File: config.mk
export PLATFORM = sky130hd
export DESIGN_NAME = pipe_rate_change_ctrl
export DESIGN_NICKNAME = d
export VERILOG_FILES = /design/src/rtl/pipe_pkg.sv /design/src/rtl/pipe_cycle_timer.sv /design/src/rtl/pipe_rate_change_ctrl.sv
export SDC_FILE = /design/constraint.sdc
export NUM_CORES = 1
export LEC_CHECK = 0
export ABC_AREA = 1
export BUFFER_PORTS_ARGS = -buffer_cell sky130_fd_sc_hd__buf_2
export CORE_MARGIN = 1
export CORE_UTILIZATION = 58
export DETAILED_ROUTE_END_ITERATION = 12
export GPL_ROUTABILITY_DRIVEN = 0
export PLACE_DENSITY = 0.8
export SLEW_MARGIN = 0
export SYNTH_ARGS = -nofsm -noshare
export SYNTH_HDL_FRONTEND = slang
export SYNTH_SLANG_ARGS = --single-unit
File: constraint.sdc
create_clock -name clk -period 2.3 [get_ports clk]
set_clock_uncertainty 0.05 [all_clocks]
set_input_delay 0.46 -clock clk [delete_from_list [all_inputs] [get_ports clk]]
set_output_delay 0.46 -clock clk [all_outputs]
set_load 0.01 [all_outputs]
File: src/rtl/pipe_pkg.sv
// pipe_pkg: shared generation codes, PIPE width encodings, FSM states and width helpers
package pipe_pkg;
  localparam logic [2:0] GEN1 = 3'd1;
  localparam logic [2:0] GEN2 = 3'd2;
  localparam logic [2:0] GEN3 = 3'd3;
  localparam logic [2:0] GEN4 = 3'd4;
  localparam logic [2:0] GEN5 = 3'd5;
  localparam logic [1:0] PIPE_WIDTH_8  = 2'd0;
  localparam logic [1:0] PIPE_WIDTH_16 = 2'd1;
  localparam logic [1:0] PIPE_WIDTH_32 = 2'd2;
  typedef enum logic [1:0] {IDLE, DRAIN, RATE_WAIT, SETTLE} state_e;
  function automatic logic width_ok(input int bits);
    return bits == 8 || bits == 16 || bits == 32;
  endfunction
  function automatic logic [1:0] width_enc(input int bits);
    return bits == 32 ? PIPE_WIDTH_32 : bits == 16 ? PIPE_WIDTH_16 : PIPE_WIDTH_8;
  endfunction
  // map holds the width encoding of each generation, entry 0 = Gen1
  function automatic logic [1:0] gen_to_width(input logic [2:0] g, input logic [4:0][1:0] map);
    return map[g - GEN1];
  endfunction
endpackage

File: src/rtl/pipe_cycle_timer.sv
// pipe_cycle_timer: loadable 16-bit up-counter with clear and terminal-count compare
module pipe_cycle_timer (
  input  logic        clk,
  input  logic        reset,
  input  logic        clr_i,
  input  logic        load_i,
  input  logic [15:0] load_val_i,
  input  logic        en_i,
  input  logic [15:0] term_i,
  output logic        tc_o
);
  logic [15:0] cnt_q;
  // clear beats load, load beats count
  always_ff @(posedge clk)
    cnt_q <= (reset || clr_i) ? '0 : load_i ? load_val_i : en_i ? cnt_q + 16'd1 : cnt_q;
  assign tc_o = cnt_q == term_i;
endmodule

File: src/rtl/pipe_rate_change_ctrl.sv
// pipe_rate_change_ctrl: quiesces the lane, drives the new PIPE rate/width, waits for PhyStatus, commits gen
module pipe_rate_change_ctrl
  import pipe_pkg::*;
#(
  parameter int GEN1_PIPEWIDTH = 8,
  parameter int GEN2_PIPEWIDTH = 16,
  parameter int GEN3_PIPEWIDTH = 32,
  parameter int GEN4_PIPEWIDTH = 8,
  parameter int GEN5_PIPEWIDTH = 8,
  parameter int DRAIN_CYCLES   = 4,
  parameter int SETTLE_CYCLES  = 8,
  parameter int TIMEOUT_CYCLES = 1024
) (
  input  logic       clk,
  input  logic       reset,
  input  logic       rate_req,
  input  logic [2:0] target_gen,
  input  logic       phy_status,
  output logic [2:0] gen,
  output logic [2:0] pipe_rate,
  output logic [1:0] pipe_width,
  output logic       hold,
  output logic       busy,
  output logic       done,
  output logic       fail
);
  localparam logic [4:0][1:0] WMAP = {width_enc(GEN5_PIPEWIDTH), width_enc(GEN4_PIPEWIDTH),
    width_enc(GEN3_PIPEWIDTH), width_enc(GEN2_PIPEWIDTH), width_enc(GEN1_PIPEWIDTH)};
  localparam logic [15:0] DRAIN_TERM  = 16'(DRAIN_CYCLES - 1);
  localparam logic [15:0] SETTLE_TERM = 16'(SETTLE_CYCLES - 1);
  localparam logic [15:0] WAIT_TERM   = 16'(TIMEOUT_CYCLES - 1);
  if (!(width_ok(GEN1_PIPEWIDTH) && width_ok(GEN2_PIPEWIDTH) && width_ok(GEN3_PIPEWIDTH) &&
        width_ok(GEN4_PIPEWIDTH) && width_ok(GEN5_PIPEWIDTH))) begin : g_bad_width
    $error("GENx_PIPEWIDTH must be 8, 16 or 32");
  end
  if (DRAIN_CYCLES < 1 || DRAIN_CYCLES > 255 || SETTLE_CYCLES < 1 || SETTLE_CYCLES > 255 ||
      TIMEOUT_CYCLES < 1 || TIMEOUT_CYCLES > 65535) begin : g_bad_cycles
    $error("cycle parameter out of range");
  end
  state_e      state_q, state_d;
  logic [2:0]  gen_q, gen_d, rate_q, rate_d, tgt_q, tgt_d, old_q, old_d;
  logic [1:0]  width_q, width_d;
  logic        hold_q, hold_d, done_q, done_d, fail_q, fail_d;
  logic        tc, req_ok;
  logic [15:0] term;
  assign req_ok = target_gen >= GEN1 && target_gen <= GEN5;
  assign term = state_q == DRAIN ? DRAIN_TERM : state_q == RATE_WAIT ? WAIT_TERM : SETTLE_TERM;
  pipe_cycle_timer u_timer (
    .clk        (clk),
    .reset      (reset),
    .clr_i      (state_d != state_q),
    .load_i     (1'b0),
    .load_val_i (16'd0),
    .en_i       (state_q != IDLE),
    .term_i     (term),
    .tc_o       (tc)
  );
  // state and output registers
  always_ff @(posedge clk)
    if (reset) begin
      state_q <= IDLE;
      gen_q   <= GEN1;
      rate_q  <= '0;
      width_q <= WMAP[0];
      hold_q  <= 1'b0;
      done_q  <= 1'b0;
      fail_q  <= 1'b0;
      tgt_q   <= GEN1;
      old_q   <= GEN1;
    end else begin
      state_q <= state_d;
      gen_q   <= gen_d;
      rate_q  <= rate_d;
      width_q <= width_d;
      hold_q  <= hold_d;
      done_q  <= done_d;
      fail_q  <= fail_d;
      tgt_q   <= tgt_d;
      old_q   <= old_d;
    end
  // next state: PhyStatus takes priority over the timeout
  always_comb begin
    state_d = state_q;
    case (state_q)
      IDLE:      if (rate_req && req_ok && target_gen != gen_q) state_d = DRAIN;
      DRAIN:     if (tc) state_d = RATE_WAIT;
      RATE_WAIT: state_d = phy_status ? SETTLE : tc ? IDLE : RATE_WAIT;
      SETTLE:    if (tc) state_d = IDLE;
      default:   state_d = IDLE;
    endcase
  end
  // register updates: PHY sees the new rate at end of drain, gen commits only on PhyStatus
  always_comb begin
    gen_d   = gen_q;
    rate_d  = rate_q;
    width_d = width_q;
    hold_d  = hold_q;
    tgt_d   = tgt_q;
    old_d   = old_q;
    done_d  = 1'b0;
    fail_d  = 1'b0;
    case (state_q)
      IDLE: if (rate_req) begin
        fail_d = !req_ok;
        done_d = req_ok && target_gen == gen_q;
        if (state_d == DRAIN) begin
          tgt_d  = target_gen;
          old_d  = gen_q;
          hold_d = 1'b1;
        end
      end
      DRAIN: if (tc) begin
        rate_d  = tgt_q - GEN1;
        width_d = gen_to_width(tgt_q, WMAP);
      end
      RATE_WAIT: if (phy_status) gen_d = tgt_q;
      else if (tc) begin
        rate_d  = old_q - GEN1;
        width_d = gen_to_width(old_q, WMAP);
        hold_d  = 1'b0;
        fail_d  = 1'b1;
      end
      SETTLE: if (tc) begin
        hold_d = 1'b0;
        done_d = 1'b1;
      end
      default: ;
    endcase
  end
  assign gen        = gen_q;
  assign pipe_rate  = rate_q;
  assign pipe_width = width_q;
  assign hold       = hold_q;
  assign busy       = state_q != IDLE;
  assign done       = done_q;
  assign fail       = fail_q;
endmodule

==> results.ini, run 1 <==
[status]
status = completed

[global_routing]
grt_first_pass_wirelength_um = 6223
grt_pass1_vias = 1402
gr-total-overflow = 0
antenna_found_initial = 0
grt_max_degree = 12
grt_util_all_layers = 0.2354

[power]
p_leak_nw = 0.9033
vdd_drop_max_mv = 0.6718
p_per_area_nw_per_um2 = 923.6

[worst_setup_path]
cp-end-kind = register
worstSetupStartpointType = register
required_ns = 2.52
crit_path_max_fanout = 6
cp.arrival_ns = 2.35
crit_type = register to register
rr_worst_depth = 14
reg2reg_from = state_q[1]$_SDFF_PP0_
critPathLaunch = state_q[1]$_SDFF_PP0_

[clock_network]
cts_max_path_buffers = 2
clk-insertion-delay-late_ns = 0.34
clockRootBuffer = clkbuf_4
cts_hold_buf = 0
clk_pin_slew_ns = 0.10
cts_tree = done
cts-buffers-inserted = 5
ctsHtreeMaxLevel = 2
cts.sinks = 35

[timing]
setup_tns_ns = 0
slew_viol_final = 0
fmax_mhz = 470.0
setup_viol = 0
slew_headroom = 0.6892
layout_setup_ws_ns = 0.1723
min_period_ns = 2.128
hold_viol = 0
post-route-period-util = 0.9251
tightest_slew_ns = 0.4637

[place]
dp_hpwl_um = 2939
port-buffer-count = 18
pre_cts_ws_ns = 0.07705

[logic_synthesis]
synth_top_area_share = 0.3560
yosys.area.top_type = dfxtp_1
synth_fp_nets = 268
ys_types = 34
syn_area_sq_um = 1968
yosys_warnings = 0
synth_area_per_cell_sq_um = 7.873
synth.area.top_cells = dfxtp_1, nand2_1, ha_1
syn_inst = 250
seq_area_frac_synth = 0.3560
ys_seq_elements = 35

[finish]
nFillCells = 246
regArea_sq_um = 701.9
areaGrowthSynthToFinish_pct = 14.43
layout_common_cells = nand2_1, dfxtp_1, nor2_1
nets = 299
multi_input_area_sq_um = 1167
fin_util = 0.7200
num_antenna_cells = 0
final_common_cell = nand2_1
drive_gt1_frac = 0.2340

[floorplanning]
rows = 20
chipHeight_um = 60.25
initial_core_util = 0.6292
core_area_sq_um = 3128
die_area_sq_um = 3630
die_w_um = 60.25
io_pins = 19

[min_path]
hold_depth = 3
min_path_type = input pin to register
hp-start = target_gen[0]

[drt]
wl_per_cell_um = 11.83
vias_per_cell = 5.120
drc = 0
drtIter0Drc = 73
ant_nets = 0
dr.pass1.iters = 5
vias = 1669
wl_um = 3858

[flow_run]
drv_cap = 0

where the power goes:
| part | internal (mW) | switching, mW |
|---|---|---|
| Clock | 0.180 | 0.195 |
| Combinational | 0.353 | 0.624 |
| Sequential | 0.669 | 0.0592 |
logic make-up (layout without fill, tap and decap cells):
family | count (synthesis) | in the layout | synth area share
AOI/OAI and AO/OA | 33 | 33 | 0.09536
xor gates and xnor gates | 20 | 20 | 0.08900
adders and majority gates | 11 | 11 | 0.06993
buffers and inverters | 29 | 61 | 0.06230
DFF | 35 | 35 | 0.3560
muxes | 1 | 1 | 0.005086
and+or+nand+nor | 121 | 121 | 0.3223
cell type report:
class                   instances  share of cell area
repair buffers                 28             0.07333
clock buffers                   8             0.03056
well taps                      44             0.02444
flip-flops and latches         35              0.3117
multi-input cells             186              0.5183
inverters                      25             0.04167
per-stage QoR:
stage	hold WS [ns]	instance area (sq um)	power, mW	std cells
finish	0.3218	2252	2.080	326
global route	0.3397	2252	2.220	326
CTS	0.3205	2228	2.055	326
detailed placement	0.4019	2160	1.677	318
global placement	0.3964	2160	1.669	318
floorplan	0.4079	1968	1.439	250
final timing paths:
kind | slack (ns) | to
min reg2reg | 0.41 | pipe_rate[2]$_SDFFE_PP0P_
max reg2reg | 0.17 | old_q[1]$_SDFFE_PP0P_
max | 0.17 | old_q[1]$_SDFFE_PP0P_
min | 0.32 | tgt_q[0]$_SDFFE_PP1P_
worst max-delay path, cell delays in order, from the launching register on:
cell and delay [ns]:
dfxtp_2 0.41, inv_1 0.10, ha_1 0.21, xnor2_1 0.16, nor2_4 0.16, nand3_4 0.11, nand2_1 0.08, nand2_1 0.04
nand2_1 0.05, nand2_1 0.08, nand2_2 0.11, nand2_1 0.12, nor2_4 0.20, nand2_1 0.07, a21oi_1 0.13
synth_stat cells (all sizes together):
library cell / n
a211oi: 1
a21oi: 13
a31oi: 3
and3: 1
buf: 3
clkbuf: 1
clkinv: 1
dfxtp: 35
ha: 11
inv: 24
mux2i: 1
nand2: 46
nand3: 17
nand3b: 1
nand4: 3
nor2: 47
nor3: 4
nor4: 1
o211ai: 2
o21a: 1
o21ai: 12
o22ai: 1
or2: 1
xnor2: 10
xor2: 10
metal layers:
layer | GRT usage | wire length, um | up-vias
met5 | 0 | 0 | -
met4 | 0.08970 | 58 | 0
met2 | 0.3265 | 1635 | 39
met3 | 0.05844 | 165 | 8
li1 | - | - | 867
met1 | 0.3439 | 1999 | 755
repair_timing:
action                                  4_1_cts  5_1_grt
endpoints found under the setup margin        0       28
setup buffers                                 0        0
gates resized for setup                       0        7
sequential cells by signal, summed over array words and instances (netlist names):
| signal | cells |
|---|---|
| hold | 1 |
| pipe_rate | 3 |
| done | 1 |
| old_q | 3 |
| tgt_q | 3 |
| fail | 1 |
| gen | 3 |
| u_timer.cnt_q | 16 |
| state_q | 2 |
| pipe_width | 2 |
No activity file was read; power rests on OpenSTA's default activity.
==> run 2: changes to the inputs <==
Settings changed: CORE_ASPECT_RATIO set to 0.9, CTS_BUF_LIST set to sky130_fd_sc_hd__clkbuf_16, CTS_CLUSTER_SIZE set to 30.
==> results.ini, run 2 (synthesis gave the netlist of run 1 again) <==
[timing]
setup_tns_ns = 0  ; unchanged
hold_viol = 0  ; unchanged
slew_headroom = 0.6740  ; -0.01520
tightest_slew_ns = 0.4863  ; +0.02268 ns
rsz0062_at_grt = false
min_period_ns = 2.127  ; -0.001045 ns
fmax_mhz = 470.2  ; about the same
hold_ws_ns = 0.3848  ; +0.06304 ns
post-route-period-util = 0.9246  ; about the same
setup_viol = 0  ; unchanged
slew_viol_final = 0  ; unchanged

[clock_network]
cts-buffers-inserted = 5  ; unchanged
cts_max_path_buffers = 2  ; unchanged
cts_tree = done
ctsHtreeMaxLevel = 2  ; unchanged
clk_pin_slew_ns = 0.05  ; -0.05 ns
cts.sinks = 35  ; unchanged
clk-insertion-delay-late_ns = 0.27  ; -0.07 ns
clockRootBuffer = clkbuf_16

[finish]
layout_common_cells = nand2_1, dfxtp_1, nor2_1
areaGrowthSynthToFinish_pct = 17.99
largest_register_ffs = 16  ; unchanged
drive_gt1_frac = 0.2294  ; -0.004652
num_antenna_cells = 0  ; unchanged
final_common_cell = nand2_1
largest_register = u_timer.cnt_q
nFillCells = 245  ; -0.41%
nets = 298  ; -0.33%

[status]
status = completed

[global_routing]
antenna_found_initial = 0  ; unchanged
grt_max_degree = 17  ; +5
gr-total-overflow = 0  ; unchanged
grt_util_all_layers = 0.2432  ; +0.007801
grt_pass1_vias = 1536  ; +9.6%
grt_first_pass_wirelength_um = 6844  ; +10%

[worst_setup_path]
required_ns = 2.41  ; -0.11 ns
timing.critical_path.buf_inv = 2  ; +1
crit_chain = inv_1, ha_1, xnor2_2, nor2_4, nand4_1, a21oi_1, nand2_1, nand2_2, nand2_1, nand3_4, buf_12, nor2_1
cp.arrival_ns = 2.24  ; -0.11 ns
critPathTopFamily = simple AND/OR/NAND/NOR gates
worstSetupStartpointType = register
crit_path_max_fanout = 16  ; +10
crit_type = register to register
cp-end-kind = register
crit_path_frequent_cell = nand2_1
slowest_delay_ns = 0.39  ; -0.02 ns
slowest_stage = dfxtp_2

[drt]
wl_um = 3975  ; +3.0%
drtIter0Drc = 85  ; +16%
vias = 1667  ; -0.12%
drc = 0  ; unchanged
wl_per_cell_um = 12.38  ; +4.6%
dr.pass1.iters = 4  ; -1
vias_per_cell = 5.193  ; +1.4%
ant_nets = 0  ; unchanged

[floorplanning]
chipHeight_um = 57.27  ; -5.0%
io_pins = 19  ; unchanged
core_area_sq_um = 3138  ; +0.32%
die_w_um = 63.41  ; +5.2%
rows = 19  ; -5.0%
initial_core_util = 0.6272  ; -0.002007
die_area_sq_um = 3631  ; about the same

[power]
p_leak_nw = 0.9361  ; +3.6%
vdd_drop_max_mv = 0.8361  ; +24%
p_per_area_nw_per_um2 = 1009  ; +9.2%
power_mw = 2.343  ; +13%

[flow_run]
drv_cap = 0  ; unchanged

[min_path]
min_path_type = input pin to register

[place]
dp_hpwl_um = 2889  ; -1.7%
port-buffer-count = 18  ; unchanged

==> run 2: final timing paths <==
check | from | to | slack [ns] | cells after the start
hold reg to reg | pipe_rate[2]$_SDFFE_PP0P_ | pipe_rate[2]$_SDFFE_PP0P_ | 0.41 | 2
hold / removal | target_gen[0] | tgt_q[0]$_SDFFE_PP1P_ | 0.38 | 3
setup reg to reg | state_q[1]$_SDFF_PP0_ | u_timer.cnt_q[11]$_SDFFE_PP0N_ | 0.17 | 12
setup / recovery | state_q[1]$_SDFF_PP0_ | u_timer.cnt_q[11]$_SDFFE_PP0N_ | 0.17 | 12
==> run 2: final cells by class <==
cell class                      instances  area [sq um]  share of cell area
Tap cell                               42         52.55             0.02263
Multi-Input combinational cell        186          1175              0.5059
Clock buffer                            5         125.1             0.05388
Inverter                               25         93.84             0.04041
Sequential cell                        35         701.9              0.3023
Clock inverter                          1         3.754            0.001616
Timing Repair Buffer                   27         170.2             0.07328
==> run 2: tightest hold or removal path: stages <==
cell,delay [ns]
buf_2,0.10
nand2_1,0.06
nand3_1,0.05
==> run 2: layer usage <==
layer	wire [um]	global-route usage	vias up
met3	295	0.06400	7
met4	41	0.1006	0
met5	0	0	-
met2	1581	0.3267	56
met1	2056	0.3623	738
li1	-	-	866
==> run 2: metrics by stage <==
step | utilization | worst slack (ns) | instance area [sq um] | instances
3_5_place_dp | 0.6890 | 0.1272 | 2162 | 315
5_1_grt | 0.7400 | 0.02505 | 2322 | 321
2_1_floorplan | - | 0.2689 | 1968 | 250
6_report | 0.7400 | 0.1733 | 2322 | 321
3_3_place_gp | 0.6890 | 0.1759 | 2162 | 315
4_1_cts | 0.7301 | 0.1178 | 2291 | 321
==> run 2: timing repair <==
action / CTS / global route
setup endpoints to repair: 0 / 25
hold buffers: 0 / 0
hold endpoints to repair: 0 / 0
buffers inserted: 0 / 0
resized for setup: 0 / 8
==> run 2: report_power, final <==
group	switching [mW]	total, mW	internal (mW)
clock network	0.218	0.602	0.384
logic	0.643	1.01	0.370
registers	0.0578	0.729	0.671
total	0.919	2.34	1.42
==> run 3: changes to the inputs <==
Settings changed: CORE_UTILIZATION 58 to 63, PLACE_DENSITY 0.8 to 0.86.
Clock period 2.3 ns to 2.6 ns, I/O delays scaled along.
==> results.ini, run 3 (synthesis gave the netlist of run 1 again) <==
[worst_setup_path]
slowest_stage = dfxtp_1
critPathCapture = u_timer.cnt_q[13]$_SDFFE_PP0N_
critPathLaunch = state_q[0]$_SDFF_PP0_
timing.critical_path.buf_inv = 3  ; +1
critPathTopFamily = simple AND/OR/NAND/NOR gates
rr_worst_depth = 14  ; +2
required_ns = 2.77  ; +0.36 ns
crit_chain = inv_1, ha_1, o21ai_0, nand2_1, nor2_4, nand3_4, a21oi_2, a21oi_2, inv_2, nor2_1, nor2_2, nand3_4, buf_12, nor2_1
r2r_end = u_timer.cnt_q[13]$_SDFFE_PP0N_
cp.arrival_ns = 2.54  ; +0.30 ns
crit_path_max_fanout = 10  ; -6
slowest_delay_ns = 0.40  ; about the same
worstSetupStartpointType = register
reg2reg_slack_ns = 0.23  ; +0.06 ns
reg2reg_from = state_q[0]$_SDFF_PP0_
cp_num_cells = 14  ; +2
cp-end-kind = register
crit_type = register to register

[finish]
largest_register = u_timer.cnt_q
num_antenna_cells = 0  ; unchanged
layout_common_cells = nand2_1, dfxtp_1, nor2_1
design_area_sq_um = 2287  ; -1.5%
areaGrowthSynthToFinish_pct = 16.21
largest_register_ffs = 16  ; unchanged
nets = 296  ; -0.67%
final_common_cell = nand2_1
stdcell_count = 319  ; -0.62%
drive_gt1_frac = 0.2079  ; -0.02151

[drt]
dr.pass1.iters = 4  ; unchanged
wl_per_cell_um = 13.42  ; +8.4%
wl_um = 4282  ; +7.7%
drtIter0Drc = 101  ; +19%
drc = 0  ; unchanged
ant_nets = 0  ; unchanged
vias_per_cell = 5.392  ; +3.8%
vias = 1720  ; +3.2%

[global_routing]
grt_max_degree = 17  ; unchanged
gr-total-overflow = 0  ; unchanged
grt_first_pass_wirelength_um = 6403  ; -6.4%
grt_util_all_layers = 0.2717  ; +0.02851
antenna_found_initial = 0  ; unchanged
grt_pass1_vias = 1444  ; -6.0%

[clock_network]
ctsHtreeMaxLevel = 2  ; unchanged
clk_pin_slew_ns = 0.05  ; about the same
cts-buffers-inserted = 5  ; unchanged
cts.sinks = 35  ; unchanged
clockRootBuffer = clkbuf_16
cts_max_path_buffers = 2  ; unchanged
cts_tree = done
clk-insertion-delay-late_ns = 0.28  ; about the same

[place]
pre_cts_ws_ns = 0.1468  ; +0.01960 ns
place_inst = 307  ; -2.5%
port-buffer-count = 18  ; unchanged
dpl_cell_area_sq_um = 2102  ; -2.8%
dp_hpwl_um = 2908  ; +0.65%

[floorplanning]
chipHeight_um = 55.03  ; -3.9%
rows = 18  ; -1
die_w_um = 60.92  ; -3.9%
die_area_sq_um = 3352  ; -7.7%
core_area_sq_um = 2860  ; -8.9%
io_pins = 19  ; unchanged
initial_core_util = 0.6881  ; +0.06091

[timing]
rsz0062_at_grt = false
fmax_mhz = 422.2  ; -10%
setup_viol = 0  ; unchanged
layout_setup_ws_ns = 0.2317  ; +0.05837 ns
post-route-period-util = 0.9109  ; -0.01376
setup_tns_ns = 0  ; unchanged
slew_headroom = 0.6618  ; -0.01218
hold_viol = 0  ; unchanged
tightest_slew_ns = 0.5045  ; +0.01816 ns
slew_viol_final = 0  ; unchanged
min_period_ns = 2.368  ; +0.2416 ns

[power]
p_per_area_nw_per_um2 = 914.3  ; -9.4%
p_leak_nw = 0.9315  ; -0.49%
vdd_drop_max_mv = 0.8038  ; -3.9%

[min_path]
min_path_type = register to register

[status]
status = completed

[flow_run]
drv_cap = 0  ; unchanged

## run 3: cell count changes in the layout (fill, tap and decap cells not counted), sizes merged
| cell | change |
|---|---|
| clkinv | +1 |
| buf | -2 |
| inv | +1 |
## run 3: worst min-delay path by stage
| stage | endpoint | from | slack, ns | cells after the start |
|---|---|---|---|---|
| after floorplan | old_q[2]$_SDFFE_PP0P_ | old_q[2]$_SDFFE_PP0P_ | 0.41 | 2 |
| after global placement | pipe_rate[2]$_SDFFE_PP0P_ | pipe_rate[2]$_SDFFE_PP0P_ | 0.40 | 2 |
| after detailed placement | pipe_rate[2]$_SDFFE_PP0P_ | pipe_rate[2]$_SDFFE_PP0P_ | 0.41 | 2 |
| after CTS | pipe_rate[2]$_SDFFE_PP0P_ | pipe_rate[2]$_SDFFE_PP0P_ | 0.41 | 2 |
| after global routing | pipe_rate[2]$_SDFFE_PP0P_ | pipe_rate[2]$_SDFFE_PP0P_ | 0.44 | 2 |
| final | pipe_rate[2]$_SDFFE_PP0P_ | pipe_rate[2]$_SDFFE_PP0P_ | 0.41 | 2 |
## run 3: through the flow
stage	hold slack (ns)	utilization	power, mW
CTS	0.4142	0.7830	1.987
global placement	0.3994	0.7349	1.396
global route	0.4380	0.7997	2.203
finish	0.4126	0.7997	2.091
floorplan	0.4079	-	1.273
detailed placement	0.4077	0.7349	1.421
## run 3: area by class of cell
| type | count | area [sq um] |
|---|---|---|
| inverters | 25 | 93.84 |
| flip-flops and latches | 35 | 700.7 |
| clock inverters | 3 | 12.51 |
| multi-input cells | 186 | 1150 |
| repair buffers | 25 | 155.1 |
| clock buffers | 5 | 125.1 |
| fillers | 203 | 573.1 |
| well taps | 40 | 50.05 |
## run 3: worst reg2reg max path: cells and delay by family, from the launching register on
| kind | cells | cell delay, ns |
|---|---|---|
| simple gates | 7 | 0.79 |
| flops | 1 | 0.40 |
| compound gates | 3 | 0.40 |
| buf+inv | 3 | 0.39 |
| fa+ha+maj | 1 | 0.28 |
## run 3: where the power goes
part | leakage [nW] | internal [mW] | switching (mW) | total [mW]
registers | 0.283 | 0.592 | 0.0559 | 0.648
logic | 0.572 | 0.315 | 0.571 | 0.886
clock network | 0.0762 | 0.345 | 0.212 | 0.557
## run 3: metal layers
| layer | share of wire | GRT usage | wire, um |
|---|---|---|---|
| met1 | 0.47 | 0.3462 | 2000 |
| met4 | 0.031 | 0.1553 | 131 |
| met3 | 0.055 | 0.07442 | 235 |
| met2 | 0.45 | 0.4158 | 1914 |
| met5 | 0 | 0 | 0 |
## run 3: timing repair
item	4_1_cts	5_1_grt
gates resized for setup	0	1
hold endpoints to repair	0	0
endpoints found under the setup margin	0	17
setup buffers	0	4
hold buffers	0	0
